`src/rtl/fu_issue_arbiter_pkg.sv`:
```
// Shared scheduler types and the ROB age compare used by the FU issue arbiter
// and the RS select logic.
package fu_issue_arbiter_pkg;

  localparam int ROB_DEPTH = 32;
  localparam int ROB_IDX_W = $clog2(ROB_DEPTH);

  typedef struct packed {
    logic [7:0]  tag;
    logic [4:0]  dst;
    logic [31:0] imm;
  } IssueBaseSt;

  typedef struct packed {
    logic [3:0] op;
    logic       sgn;
  } OptionCodeSt;

  typedef enum logic [0:0] {
    IDLE,
    WAIT_DONE
  } FuArbStateE;

  // Entries on opposite sides of the ROB wrap compare in reverse index order.
  function automatic logic rob_older(input logic                 pos_a,
                                     input logic [ROB_IDX_W-1:0] idx_a,
                                     input logic                 pos_b,
                                     input logic [ROB_IDX_W-1:0] idx_b);
    if (pos_a == pos_b) return (idx_a < idx_b);
    else                return (idx_a > idx_b);
  endfunction

endpackage

```
`src/rtl/fu_issue_arbiter_age_select.sv`:
```
// Combinational oldest-of-N selector: one-hot grant of the oldest valid
// request by ROB age, lowest index winning an exact tie.
module fu_age_select
  import fu_issue_arbiter_pkg::*;
#(
  parameter int REQ_NUM = 2
) (
  input  logic [REQ_NUM-1:0]   valid,
  input  logic [REQ_NUM-1:0]   pos_bit,
  input  logic [ROB_IDX_W-1:0] rob_idx [REQ_NUM],
  output logic [REQ_NUM-1:0]   grant,
  output logic                 any_valid
);

  localparam int IW = (REQ_NUM > 1) ? $clog2(REQ_NUM) : 1;

  logic [IW-1:0] best;
  logic          found;

  // Strictly-older replaces the incumbent, so ties keep the lower bank.
  always_comb begin
    grant = '0;
    best  = '0;
    found = 1'b0;
    for (int i = 0; i < REQ_NUM; i++) begin
      if (valid[i] &&
          (!found || rob_older(pos_bit[i], rob_idx[i], pos_bit[best], rob_idx[best]))) begin
        found = 1'b1;
        best  = i[IW-1:0];
      end
    end
    if (found) grant[best] = 1'b1;
    any_valid = found;
  end

endmodule

```
`src/rtl/fu_issue_arbiter.sv`:
```
// Oldest-first issue arbiter in front of one shared FU: single output stage
// plus a hold-off FSM for non-pipelined long-latency operations.
module fu_issue_arbiter
  import fu_issue_arbiter_pkg::*;
#(
  parameter int  REQ_NUM     = 2,
  parameter type OPTION_CODE = OptionCodeSt
) (
  input  logic                 clk,
  input  logic                 rst_n,
  input  logic                 flush_i,
  input  logic [REQ_NUM-1:0]   req_valid_i,
  output logic [REQ_NUM-1:0]   req_ready_o,
  input  IssueBaseSt           req_base_i    [REQ_NUM],
  input  OPTION_CODE           req_oc_i      [REQ_NUM],
  input  logic [REQ_NUM-1:0]   req_pos_bit_i,
  input  logic [ROB_IDX_W-1:0] req_rob_idx_i [REQ_NUM],
  input  logic [REQ_NUM-1:0]   req_long_i,
  output logic                 fu_valid_o,
  input  logic                 fu_ready_i,
  output IssueBaseSt           fu_base_o,
  output OPTION_CODE           fu_oc_o,
  input  logic                 fu_done_i,
  output logic                 busy_o
);

  FuArbStateE   state;
  logic         vld_p0;
  logic         long_p0;
  IssueBaseSt   base_p0;
  OPTION_CODE   oc_p0;

  logic [REQ_NUM-1:0] grant;
  logic               any_valid;
  logic               can_accept;
  logic               accept;
  logic               fu_hs;
  IssueBaseSt         sel_base;
  OPTION_CODE         sel_oc;
  logic               sel_long;

  fu_age_select #(
    .REQ_NUM (REQ_NUM)
  ) u_age_select (
    .valid     (req_valid_i),
    .pos_bit   (req_pos_bit_i),
    .rob_idx   (req_rob_idx_i),
    .grant     (grant),
    .any_valid (any_valid)
  );

  assign fu_hs      = vld_p0 && fu_ready_i;
  assign can_accept = (state == IDLE) && (!vld_p0 || fu_ready_i) && !flush_i;
  assign req_ready_o = (can_accept && rst_n) ? grant : '0;
  assign accept     = any_valid && can_accept;

  always_comb begin
    sel_base = '0;
    sel_oc   = '0;
    sel_long = 1'b0;
    for (int i = 0; i < REQ_NUM; i++) begin
      if (grant[i]) begin
        sel_base = req_base_i[i];
        sel_oc   = req_oc_i[i];
        sel_long = req_long_i[i];
      end
    end
  end

  // Stage p0: output register toward the FU, and the long-op hold-off FSM.
  always_ff @(posedge clk or negedge rst_n) begin
    if (!rst_n) begin
      state   <= IDLE;
      vld_p0  <= 1'b0;
      long_p0 <= 1'b0;
      base_p0 <= '0;
      oc_p0   <= '0;
    end else if (flush_i) begin
      state   <= IDLE;
      vld_p0  <= 1'b0;
      long_p0 <= 1'b0;
    end else begin
      if (accept) begin
        vld_p0  <= 1'b1;
        long_p0 <= sel_long;
        base_p0 <= sel_base;
        oc_p0   <= sel_oc;
      end else if (fu_hs) begin
        vld_p0  <= 1'b0;
        long_p0 <= 1'b0;
      end
      // A refill in the same cycle does not cancel the hold-off.
      case (state)
        IDLE:      if (fu_hs && long_p0) state <= WAIT_DONE;
        WAIT_DONE: if (fu_done_i)        state <= IDLE;
        default:                         state <= IDLE;
      endcase
    end
  end

  assign fu_valid_o = vld_p0;
  assign fu_base_o  = base_p0;
  assign fu_oc_o    = oc_p0;
  assign busy_o     = (state == WAIT_DONE);

endmodule
```
`config.mk`:
```
export PLATFORM = sky130hd
export DESIGN_NAME = fu_issue_arbiter
export DESIGN_NICKNAME = d
export VERILOG_FILES = /design/src/rtl/fu_issue_arbiter_pkg.sv /design/src/rtl/fu_issue_arbiter_age_select.sv /design/src/rtl/fu_issue_arbiter.sv
export SDC_FILE = /design/constraint.sdc
export NUM_CORES = 1
export LEC_CHECK = 0
export ABC_CLOCK_PERIOD_IN_PS = 5480
export CAP_MARGIN = 30
export CORE_ASPECT_RATIO = 0.8
export CORE_MARGIN = 3
export CORE_UTILIZATION = 40
export DETAILED_ROUTE_END_ITERATION = 16
export PLACE_DENSITY_LB_ADDON = 0.25
export SLEW_MARGIN = 20
export SYNTH_ARGS = -nofsm -noshare
export SYNTH_HDL_FRONTEND = slang
export SYNTH_HIERARCHICAL = 1
export SYNTH_SLANG_ARGS = --single-unit
```
`constraint.sdc`:
```
create_clock -name clk -period 5.48 [get_ports clk]
set_input_delay 1.096 -clock clk [delete_from_list [all_inputs] [get_ports clk]]
set_output_delay 1.096 -clock clk [all_outputs]
set_load 0.005 [all_outputs]
```
==> impl_results.md, run 1 <==
- Required time of the critical path: 4.38 ns
- Core region area: around 6500 um2
- Clock-pin slew of the registers on the worst-case setup and hold paths: about 0.08 ns
- Initial antenna violation count: 0
- Type of the setup path with the least slack: in2out
- Synthesized instance count: 210
- Fraction of power consumed by sequential logic: a little over two fifths
- TritonCTS buffer count: 5
- Routed length per placed instance: 16.6 um
- Unrepaired setup endpoints after global routing: false
- Routed via count: about 2400
- Clock latency at the later pin of the worst-skew pair: roughly 0.30 ns
- Cell area after technology mapping: 2750 um2
- Die X-Extent: 98.7 um
- Switching pwr: 0.000303 W
- Max-capacitance violation count: 0
- Crit-path cells: clkdlybuf4s50_1 -> inv_1 -> ha_1 -> nand4_1 -> o221ai_2 -> mux2i_1 -> o21a_2 -> and3_1 -> clkdlybuf4s50_1
- Die height: 80.2 um
- Remaining global-route overflow: 0
- Least-Margin Pin Slew: 0.709 ns
- I/O Buffers: roughly 170
- Crit-path max cell delay: 0.51 ns
- Run status: completed
- Top cell by count, worst path: sky130_fd_sc_hd__clkdlybuf4s50_1
- Worst hold path type: reg2reg
- Post-Layout Cell Count: 463
- Via count of the first global-routing pass: approximately 2400
- Power share of the combinational group: 39.1%
- Most common cell after layout, fill and taps aside: sky130_fd_sc_hd__clkdlybuf4s50_1
- Antenna diode instance count: 0
- Achievable clock frequency: 228 MHz
- Final period demand of the worst path: between 4 and 5 ns
- DR DRC count: 0
- Final clock period utilization by the worst path: between 70% and 80%
- Deepest level of the CTS H-tree: 2
- Initial DRT Pass Iterations: 4
- Global-route wire length before repair: 12000 um
- Count of clock tree sinks: 53
- Routed Antenna Nets: 0
- Design internal power: roughly 0.00088 W
- Mapped Avg Cell Area: between 10 and 15 um2
- Clock network power share: 17.7%
- Area growth from synthesis to layout: 67.5%
- Count of cells resized by post-cts repair: 0
- IR Drop Worst-Case VDD: 0.000148 V
- Category of the worst setup path launch point: input pin
- Switching Share: 25.7%
- Global-route total usage across every layer: 19.2%
- Hold_ws: 0.496 ns
- Detail-routed via count per cell: 5.08
- CTS tree: done
- Final Hold Violating Endpoints: 0
- Placed instance count: roughly 460
- Critical Path End Type: output pin
- Post-DP HPWL: 5890 um
- Post-CTS Setup Bufs: 0
- Layout cell share with drive strength beyond 1: between 10% and 20%
- Count of distinct cell types in the synthesized netlist: 28
- Most frequent cells in the layout: sky130_fd_sc_hd__clkdlybuf4s50_1 (173), sky130_fd_sc_hd__dfrtp_1 (53), sky130_fd_sc_hd__a22o_1 (49)
- Relative slew margins: 52.8%
- Post-Synthesis Net Count: 336
- Row count: 26
- WP data arrival: 3.28 ns
- Static leakage: 2.00 nW
- Worst Clk Skew: slightly above 0.009 ns
- Number of placed I/O pins: 175
- Synthesized flop and latch total: 53
- Setup violation total in the final timing report: 0
- Clock Tree Buf Depth: 2
- Max-slew violations: 0
- WL final: around 7700 um
- Weighted congestion reported at the end of routability-driven placement: 0.795
- Maximum fanout along the worst path: 3
- Number of warnings issued by yosys: 6
- Overall die area: 7920 um2
- First-iteration detailed-routing DRC count: about 40
- Part of the Yosys area used for sequential elements: ~48%
- Maximum number of pins on one net before global-route repair: 54
- Initial Utilization: 42.1%
- Buffer type at the clock tree root: sky130_fd_sc_hd__clkbuf_8
- CP max-delay cell: sky130_fd_sc_hd__clkdlybuf4s50_1
- # hold bufs at CTS: 0
- Final Instance Area: 4610 um2
- TNS Setup: 0 ns
- Total power: ~0.0012 W
- Nets: 504
- Post-detailed-placement cell area: 4530 um2
- Total power per unit cell area: ~260 nW/um2
==> flip-flops by register name (all words and copies together) (netlist names) <==
register / count
fu_oc_o: 5
fu_valid_o: 1
busy_o: 1
fu_base_o: 45
long_p0: 1
==> layout make-up <==
cell class                 instances  area, um2
sequential                        53       1330
timing repair buffer             178       1770
fill                             495       1930
tap                               84        105
clock buffer                       8       80.1
inverter                           8       30.0
multi-input combinational        132       1300
==> logic make-up (layout without fill, tap and decap cells) <==
group	Yosys count	count (layout)	share of synthesized area [%]
DFF	53	53	48.2
AOI/OAI and AO/OA	58	58	17.9
xor gates and xnor gates	1	1	0.318
muxes	53	53	22.7
adders and majority gates	5	5	2.27
and+or+nand+nor	15	15	3.73
buffers and inverters	25	194	4.87
==> cells in the mapped netlist, drive strengths merged <==
library cell	n	area share [%]
dfrtp	53	48
o221ai	1	0.55
nand2	4	0.55
a22o	49	16
nor4b	1	0.86
xor2	1	0.32
a21o	1	0.32
and3	2	0.45
nand4	1	0.23
or2	1	0.23
inv	8	1.1
a21oi	3	0.55
o21ai	2	0.36
buf	7	2.4
mux2	51	22
nor2	1	0.14
mux2i	2	0.73
o21a	1	0.27
nor2b	2	0.73
a22oi	1	0.27
nand3	2	0.36
clkbuf	10	1.4
nor3	1	0.18
ha	5	2.3
==> final timing paths <==
| check | startpoint | end | slack (ns) | cells after the start |
|---|---|---|---|---|
| worst max-delay path | req_rob_idx_i[9] | req_ready_o[1] | 1.10 | 9 |
| worst min-delay path | fu_oc_o[0] | fu_oc_o[0] | 0.50 | 1 |
| worst max register to register | fu_valid_o | fu_base_o[0] | 3.56 | 4 |
| worst min register to register | fu_oc_o[0] | fu_oc_o[0] | 0.50 | 1 |
| max in group asynchronous | rst_n | fu_base_o[23] | 4.06 | 2 |
| min in group asynchronous | rst_n | fu_base_o[11] | 0.60 | 1 |
==> metal layers <==
layer	share of wire [%]	global-route usage [%]	vias up
met5	0	0	-
met4	2.5	7.23	0
li1	-	-	1126
met2	46	31.2	119
met3	10	7.20	17
met1	41	23.5	1088
==> metrics by stage <==
stage,setup slack [ns],util (%)
2_1_floorplan,1.71,-
3_3_place_gp,1.11,69.2
3_5_place_dp,1.13,69.2
4_1_cts,1.10,70.5
5_1_grt,0.950,70.5
6_report,1.10,70.5
==> power by group through the flow <==
stage	Sequential (W)	Combinational [W]	Clock [W]
after global routing	0.000522	0.000497	0.000239
after detailed placement	0.000518	0.000468	0
after global placement	0.000512	0.000462	0
after floorplan	0.000523	0.000170	0
final	0.000510	0.000463	0.000210
after CTS	0.000511	0.000471	0.000218
==> worst max-delay path: cells and delay by family <==
| kind | cells | cell delay, ns |
|---|---|---|
| compound gates | 2 | 0.36 |
| fa+ha+maj | 1 | 0.30 |
| buf+inv | 3 | 1.00 |
| simple gates | 2 | 0.28 |
| mux | 1 | 0.26 |
No activity file was read; power rests on OpenSTA's default activity.
==> run 2, diff against run 1 <==
--- a/config.mk
+++ b/config.mk
@@ -5,11 +5,11 @@
 export SDC_FILE = /design/constraint.sdc
 export NUM_CORES = 1
 export LEC_CHECK = 0
-export ABC_CLOCK_PERIOD_IN_PS = 5480
+export ABC_CLOCK_PERIOD_IN_PS = 4080
 export CAP_MARGIN = 30
 export CORE_ASPECT_RATIO = 0.8
 export CORE_MARGIN = 3
-export CORE_UTILIZATION = 40
+export CORE_UTILIZATION = 37
 export DETAILED_ROUTE_END_ITERATION = 16
 export PLACE_DENSITY_LB_ADDON = 0.25
 export SLEW_MARGIN = 20
==> constraint.sdc (replaced) <==
create_clock -name clk -period 4.08 [get_ports clk]
set_input_delay 0.816 -clock clk [delete_from_list [all_inputs] [get_ports clk]]
set_output_delay 0.816 -clock clk [all_outputs]
set_load 0.005 [all_outputs]
==> impl_results.md, run 2 (synthesis gave the netlist of run 1 again) <==
- Count of cells resized by post-cts repair: 0 (unchanged)
- Initial DRT Pass Iterations: 4 (unchanged)
- Maximum number of pins on one net before global-route repair: 52 (-3.7%)
- Relative slew margins: 57.6% (+4.8 points)
- Max-capacitance violation count: 0 (unchanged)
- WP data arrival: 3.11 ns (-0.17 ns)
- Buffer type at the clock tree root: sky130_fd_sc_hd__clkbuf_8
- Final clock period utilization by the worst path: between 90% and 100%
- Largest delay share family, worst path: buffers and inverters
- Die X-Extent: 102 um (+3.7%)
- Post-detailed-placement cell area: 4570 um2 (+0.86%)
- Maximum fanout along the worst path: 5 (+2)
- Most common cell after layout, fill and taps aside: sky130_fd_sc_hd__clkdlybuf4s50_1
- Design internal power: 0.00120 W (+36%)
- Remaining global-route overflow: 0 (unchanged)
- Achievable clock frequency: 255 MHz
- Overall die area: 8510 um2 (+7.5%)
- Least-Margin Pin Slew: 0.636 ns (-0.0726 ns)
- Static leakage: 2.03 nW (+1.0%)
- Unrepaired setup endpoints after global routing: false
- Switching Share: 25.5% (-0.18 points)
- Most frequent cells in the layout: sky130_fd_sc_hd__clkdlybuf4s50_1 (173), sky130_fd_sc_hd__dfrtp_1 (53), sky130_fd_sc_hd__a22o_1 (49)
- Max-slew violations: 0 (unchanged)
- Core region area: 7060 um2 (+8.0%)
- Setup violation total in the final timing report: 0 (unchanged)
- Crit-path cells: clkdlybuf4s50_1 -> inv_1 -> ha_1 -> nand4_1 -> o221ai_2 -> mux2i_1 -> o21a_2 -> and3_1 -> clkdlybuf4s50_1
- Post-CTS Setup Bufs: 0 (unchanged)
- Required time of the critical path: 3.26 ns (-1.12 ns)
- Global-route wire length before repair: 12000 um (unchanged)
- Deepest level of the CTS H-tree: 2 (unchanged)
- WL final: 7580 um (-1.2%)
- Fraction of power consumed by sequential logic: 42.6% (-0.5 points)
- Area growth from synthesis to layout: 69.3%
- Final Instance Area: 4660 um2 (+1.1%)
- Via count of the first global-routing pass: 2450 (+0.82%)
- Nets: 506 (+0.40%)
- Die height: 83.1 um (+3.7%)
- Initial antenna violation count: 0 (unchanged)
- Post-DP HPWL: 6090 um (+3.3%)
- First-iteration detailed-routing DRC count: 46 (+12%)
- I/O Buffers: 174 (unchanged)
- CP max-delay cell: sky130_fd_sc_hd__clkdlybuf4s50_1
- Least setup slack across all paths after layout: 0.153 ns (-0.948 ns)
- Number of placed I/O pins: 175 (unchanged)
- Count of clock tree sinks: 53 (unchanged)
- Routed length per placed instance: 16.2 um (-2.0%)
- Bufs and invs on worst path: 3 (unchanged)
- Power share of the combinational group: 39.0% (about the same)
- Pre-CTS worst setup slack: 0.180 ns (-0.947 ns)
- Number of flip-flops in the largest register: 45 (unchanged)
- Layout cell share with drive strength beyond 1: 18.7% (+1.0 points)
- Crit-path max cell delay: 0.51 ns (about the same)
- DR DRC count: 0 (unchanged)
- IR Drop Worst-Case VDD: 0.000164 V (+11%)
- TNS Setup: 0 ns (unchanged)
- Weighted congestion reported at the end of routability-driven placement: 0.767 (-3.5%)
- Final Hold Violating Endpoints: 0 (unchanged)
- Utilization after layout: 66.0% (-4.5 points)
- Detail-routed via count per cell: 5.06 (-0.35%)
- Critical Path End Type: output pin
- Filler cells: 570 (+15%)
- Category of the worst setup path launch point: input pin
- Worst hold path type: in2async
- Clock latency at the later pin of the worst-skew pair: 0.30 ns (about the same)
- Routed Antenna Nets: 0 (unchanged)
- Final period demand of the worst path: ~3.9 ns
- Antenna diode instance count: 0 (unchanged)
- Top cell by count, worst path: sky130_fd_sc_hd__clkdlybuf4s50_1
- Clock network power share: 18.4% (+0.7 points)
- Initial Utilization: 39.0% (-3.1 points)
- TritonCTS buffer count: 5 (unchanged)
- Row count: 27 (+3.8%)
- Total power: 0.00161 W (+36%)
- Switching pwr: 0.000410 W (+35%)
- Clock-pin slew of the registers on the worst-case setup and hold paths: 0.08 ns (about the same)
- CTS tree: done
- # hold bufs at CTS: 0 (unchanged)
- Total power per unit cell area: 345 nW/um2 (+35%)
- Global-route total usage across every layer: 17.7% (-1.5 points)
- Routed via count: 2362 (+0.51%)
- Clock Tree Buf Depth: 2 (unchanged)
- Run status: completed
- Worst Clk Skew: 0.00641 ns (-0.00271 ns)
- Type of the setup path with the least slack: in2out
-- run 2: cell types whose count changed in the layout (fill, tap and decap cells not counted), sizes merged --
cell | previous run | this run
clkbuf | 8 | 6
clkinvlp | 0 | 1
buf | 5 | 7
-- run 2: layer usage --
layer / part of all wire, % / GRT usage, % / vias to the layer above
li1: - / - / 1132
met1: 40 / 21.7 / 1105
met2: 46 / 28.6 / 116
met3: 13 / 7.39 / 9
met4: 1.2 / 4.65 / 0
met5: 0 / 0 / -
-- run 2: worst reg2reg max path: stages, from the launching register on --
cell,delay (ns)
sky130_fd_sc_hd__dfrtp_1,0.42
sky130_fd_sc_hd__nor2b_4,0.15
sky130_fd_sc_hd__nor4b_4,0.23
sky130_fd_sc_hd__buf_4,0.49
sky130_fd_sc_hd__mux2_2,0.42
-- run 2: layout make-up --
class | count | area [um2] | area share [%]
timing repair buffer | 180 | 1800 | 38.7
clock inverter | 1 | 7.51 | 0.161
sequential | 53 | 1330 | 28.5
multi-input combinational | 132 | 1300 | 27.9
clock buffer | 6 | 82.6 | 1.77
inverter | 8 | 30.0 | 0.645
tap | 87 | 109 | 2.34
-- run 2: worst paths after layout --
kind                            cells past startpoint  slack (ns)             end              from
worst max-delay path                                9        0.15  req_ready_o[1]  req_rob_idx_i[9]
worst min-delay path                                1        0.31   fu_base_o[15]             rst_n
worst min register to register                      1        0.49      fu_oc_o[0]        fu_oc_o[0]
min in group clk                                    1        0.49      fu_oc_o[0]        fu_oc_o[0]
worst max register to register                      4        2.25    fu_base_o[1]        fu_valid_o
max in group asynchronous                           2        2.96      fu_oc_o[1]             rst_n
-- run 2: metrics by stage --
| step | hold slack, ns | cells |
|---|---|---|
| after floorplan | 0.483 | 210 |
| after global placement | 0.469 | 459 |
| after detailed placement | 0.486 | 460 |
| after CTS | 0.296 | 467 |
| after global routing | 0.291 | 467 |
| final | 0.308 | 467 |
-- run 2: power groups by stage --
stage / sequential (W) / combinational, W / clock (W)
after floorplan: 0.000702 / 0.000228 / 0
after global placement: 0.000691 / 0.000622 / 0
after detailed placement: 0.000697 / 0.000635 / 0
after CTS: 0.000688 / 0.000638 / 0.000313
after global routing: 0.000703 / 0.000678 / 0.000330
final: 0.000686 / 0.000627 / 0.000296
==> run 3, diff against run 2 <==
--- a/config.mk
+++ b/config.mk
@@ -10,8 +10,10 @@
 export CORE_ASPECT_RATIO = 0.8
 export CORE_MARGIN = 3
 export CORE_UTILIZATION = 37
+export CTS_CLUSTER_SIZE = 20
 export DETAILED_ROUTE_END_ITERATION = 16
 export PLACE_DENSITY_LB_ADDON = 0.25
+export RECOVER_POWER = 25
 export SLEW_MARGIN = 20
 export SYNTH_ARGS = -nofsm -noshare
 export SYNTH_HDL_FRONTEND = slang
==> impl_results.md, run 3 (synthesis gave the netlist of run 1 again) <==
- IR Drop Worst-Case VDD: 0.000164 V (about the same)
- Final Hold Violating Endpoints: 0 (unchanged)
- Via count of the first global-routing pass: 2450 (unchanged)
- Total power per unit cell area: 346 nW/um2 (about the same)
- Area growth from synthesis to layout: 69.1%
- Initial Utilization: 39.0% (unchanged)
- Length in cells of the worst reg-to-reg path: 4 (unchanged)
- Category of the worst setup path launch point: input pin
- Post-CTS Setup Bufs: 0 (unchanged)
- CTS tree: done
- Final period demand of the worst path: 3.93 ns (+0.000332 ns)
- TNS Setup: 0 ns (unchanged)
- Weighted congestion reported at the end of routability-driven placement: 0.767 (unchanged)
- Max-slew violations: 52 (+52)
- Unrepaired setup endpoints after global routing: false
- Die X-Extent: 102 um (unchanged)
- Routed via count: 2358 (-0.17%)
- Worst Clk Skew: 0.00641 ns (-0.00000713 ns)
- Violated checks: max-capacitance violations, max-slew violations
- Required time of the critical path: 3.26 ns (about the same)
- Setup violation total in the final timing report: 0 (unchanged)
- Worst hold path type: in2async
- Capture instance of the worst register-to-register path: fu_base_o[1]
- Global-route total usage across every layer: 17.7% (unchanged)
- Max-capacitance violation count: 1 (+1)
- Maximum fanout along the worst path: 5 (unchanged)
- Global-route wire length before repair: 12000 um (unchanged)
- Hold_ws: 0.331 ns (+0.0237 ns)
- Number of flip-flops in the largest register: 45 (unchanged)
- Least-Margin Pin Slew: 2.66 ns (+2.03 ns)
- Clock-pin slew of the registers on the worst-case setup and hold paths: 0.08 ns (about the same)
- Deepest level of the CTS H-tree: 2 (unchanged)
- Die height: 83.1 um (unchanged)
- Number of placed I/O pins: 175 (unchanged)
- Utilization after layout: 65.9% (-0.071 points)
- Critical Path End Type: output pin
- Core region area: 7060 um2 (unchanged)
- Final clock period utilization by the worst path: 96.3% (about the same)
- Filler cells: 571 (+0.18%)
- TritonCTS buffer count: 5 (unchanged)
- Row count: 27 (unchanged)
- Most frequent cells in the layout: sky130_fd_sc_hd__clkdlybuf4s50_1 (173), sky130_fd_sc_hd__dfrtp_1 (53), sky130_fd_sc_hd__a22o_1 (49)
- Run status: finished with violations
- Relative slew margins: -77.4% (-140 points)
- I/O Buffers: 174 (unchanged)
- Initial antenna violation count: 0 (unchanged)
- Achievable clock frequency: 255 MHz (about the same)
- Placed instance count: 460 (unchanged)
- Routed Antenna Nets: 0 (unchanged)
- Detail-routed via count per cell: 5.05 (-0.17%)
- Remaining global-route overflow: 0 (unchanged)
- Clock Tree Buf Depth: 2 (unchanged)
- Initial DRT Pass Iterations: 4 (unchanged)
- Launch instance of the worst register-to-register path: fu_valid_o
- Most common cell after layout, fill and taps aside: sky130_fd_sc_hd__clkdlybuf4s50_1
- Clock latency at the later pin of the worst-skew pair: 0.30 ns (about the same)
- Routed length per placed instance: 16.2 um (about the same)
- Nets: 506 (unchanged)
- WL final: 7590 um (about the same)
- First-iteration detailed-routing DRC count: 46 (unchanged)
- Type of the setup path with the least slack: in2out
- Maximum number of pins on one net before global-route repair: 52 (unchanged)
- Count of cells resized by post-cts repair: 0 (unchanged)
- WP data arrival: 3.11 ns (about the same)
- DR DRC count: 0 (unchanged)
- Count of clock tree sinks: 53 (unchanged)
- Post-Layout Cell Count: 467 (unchanged)
- Post-DP HPWL: 6090 um (unchanged)
- Antenna diode instance count: 0 (unchanged)
- Buffer type at the clock tree root: sky130_fd_sc_hd__clkbuf_8
- # hold bufs at CTS: 0 (unchanged)
- Internal reg-to-reg setup slack: 2.25 ns (about the same)
- Layout cell share with drive strength beyond 1: 18.2% (-0.53 points)
- Overall die area: 8510 um2 (unchanged)
- Static leakage: 2.02 nW (-0.31%)
==> run 3: cell types whose count changed in the layout (fill, tap and decap cells not counted) <==
cell,previous run,this run
sky130_fd_sc_hd__clkbuf_1,0,2
sky130_fd_sc_hd__buf_2,1,0
sky130_fd_sc_hd__buf_4,5,4
==> run 3: worst max path at each step <==
stage                     startpoint              to  slack (ns)  depth (start not counted)
finish              req_rob_idx_i[9]  req_ready_o[1]        0.15                          9
floorplan           req_rob_idx_i[9]  req_ready_o[1]        0.87                          9
global route        req_rob_idx_i[9]  req_ready_o[1]        0.05                          9
CTS                 req_rob_idx_i[9]  req_ready_o[1]        0.16                          9
global placement    req_rob_idx_i[9]  req_ready_o[1]        0.21                          9
detailed placement  req_rob_idx_i[9]  req_ready_o[1]        0.18                          9
==> run 3: cell type report <==
type	instances	area, um2	share of cell area (%)
repair buffers	180	1800	38.6
multi-input cells	132	1300	27.9
clock inverters	1	7.51	0.161
well taps	87	109	2.34
inverters	8	30.0	0.646
flip-flops and latches	53	1330	28.5
clock buffers	6	82.6	1.78
==> run 3: worst max-delay path, stage by stage <==
cell and delay, ns:
sky130_fd_sc_hd__clkdlybuf4s50_1 0.45, sky130_fd_sc_hd__inv_1 0.04, sky130_fd_sc_hd__ha_1 0.30, sky130_fd_sc_hd__nand4_1 0.14, sky130_fd_sc_hd__o221ai_2 0.21, sky130_fd_sc_hd__mux2i_1 0.26
sky130_fd_sc_hd__o21a_2 0.22, sky130_fd_sc_hd__and3_1 0.16, sky130_fd_sc_hd__clkdlybuf4s50_1 0.51
==> run 3: power breakdown <==
group	leakage [nW]	switching, W	internal, W	total, W
registers	0.678	0.0000551	0.000631	0.000686
clock network	0.0433	0.000161	0.000134	0.000296
logic	1.30	0.000193	0.000433	0.000626
total	2.02	0.000410	0.00120	0.00161
==> run 3: per-layer routing <==
layer  share of wire, %  up-vias  track usage [%]
met4                1.2        0             4.65
met3                 12        9             7.39
li1                   -     1132                -
met5                  0        -                0
met2                 46      114             28.6
met1                 41     1103             21.7
==> run 3: metrics by stage <==
step	setup WS (ns)	instance area, um2	power [W]
2_1_floorplan	0.872	2750	0.000930
3_3_place_gp	0.214	4540	0.00131
3_5_place_dp	0.180	4570	0.00133
4_1_cts	0.155	4660	0.00164
5_1_grt	0.0464	4650	0.00171
6_report	0.153	4650	0.00161
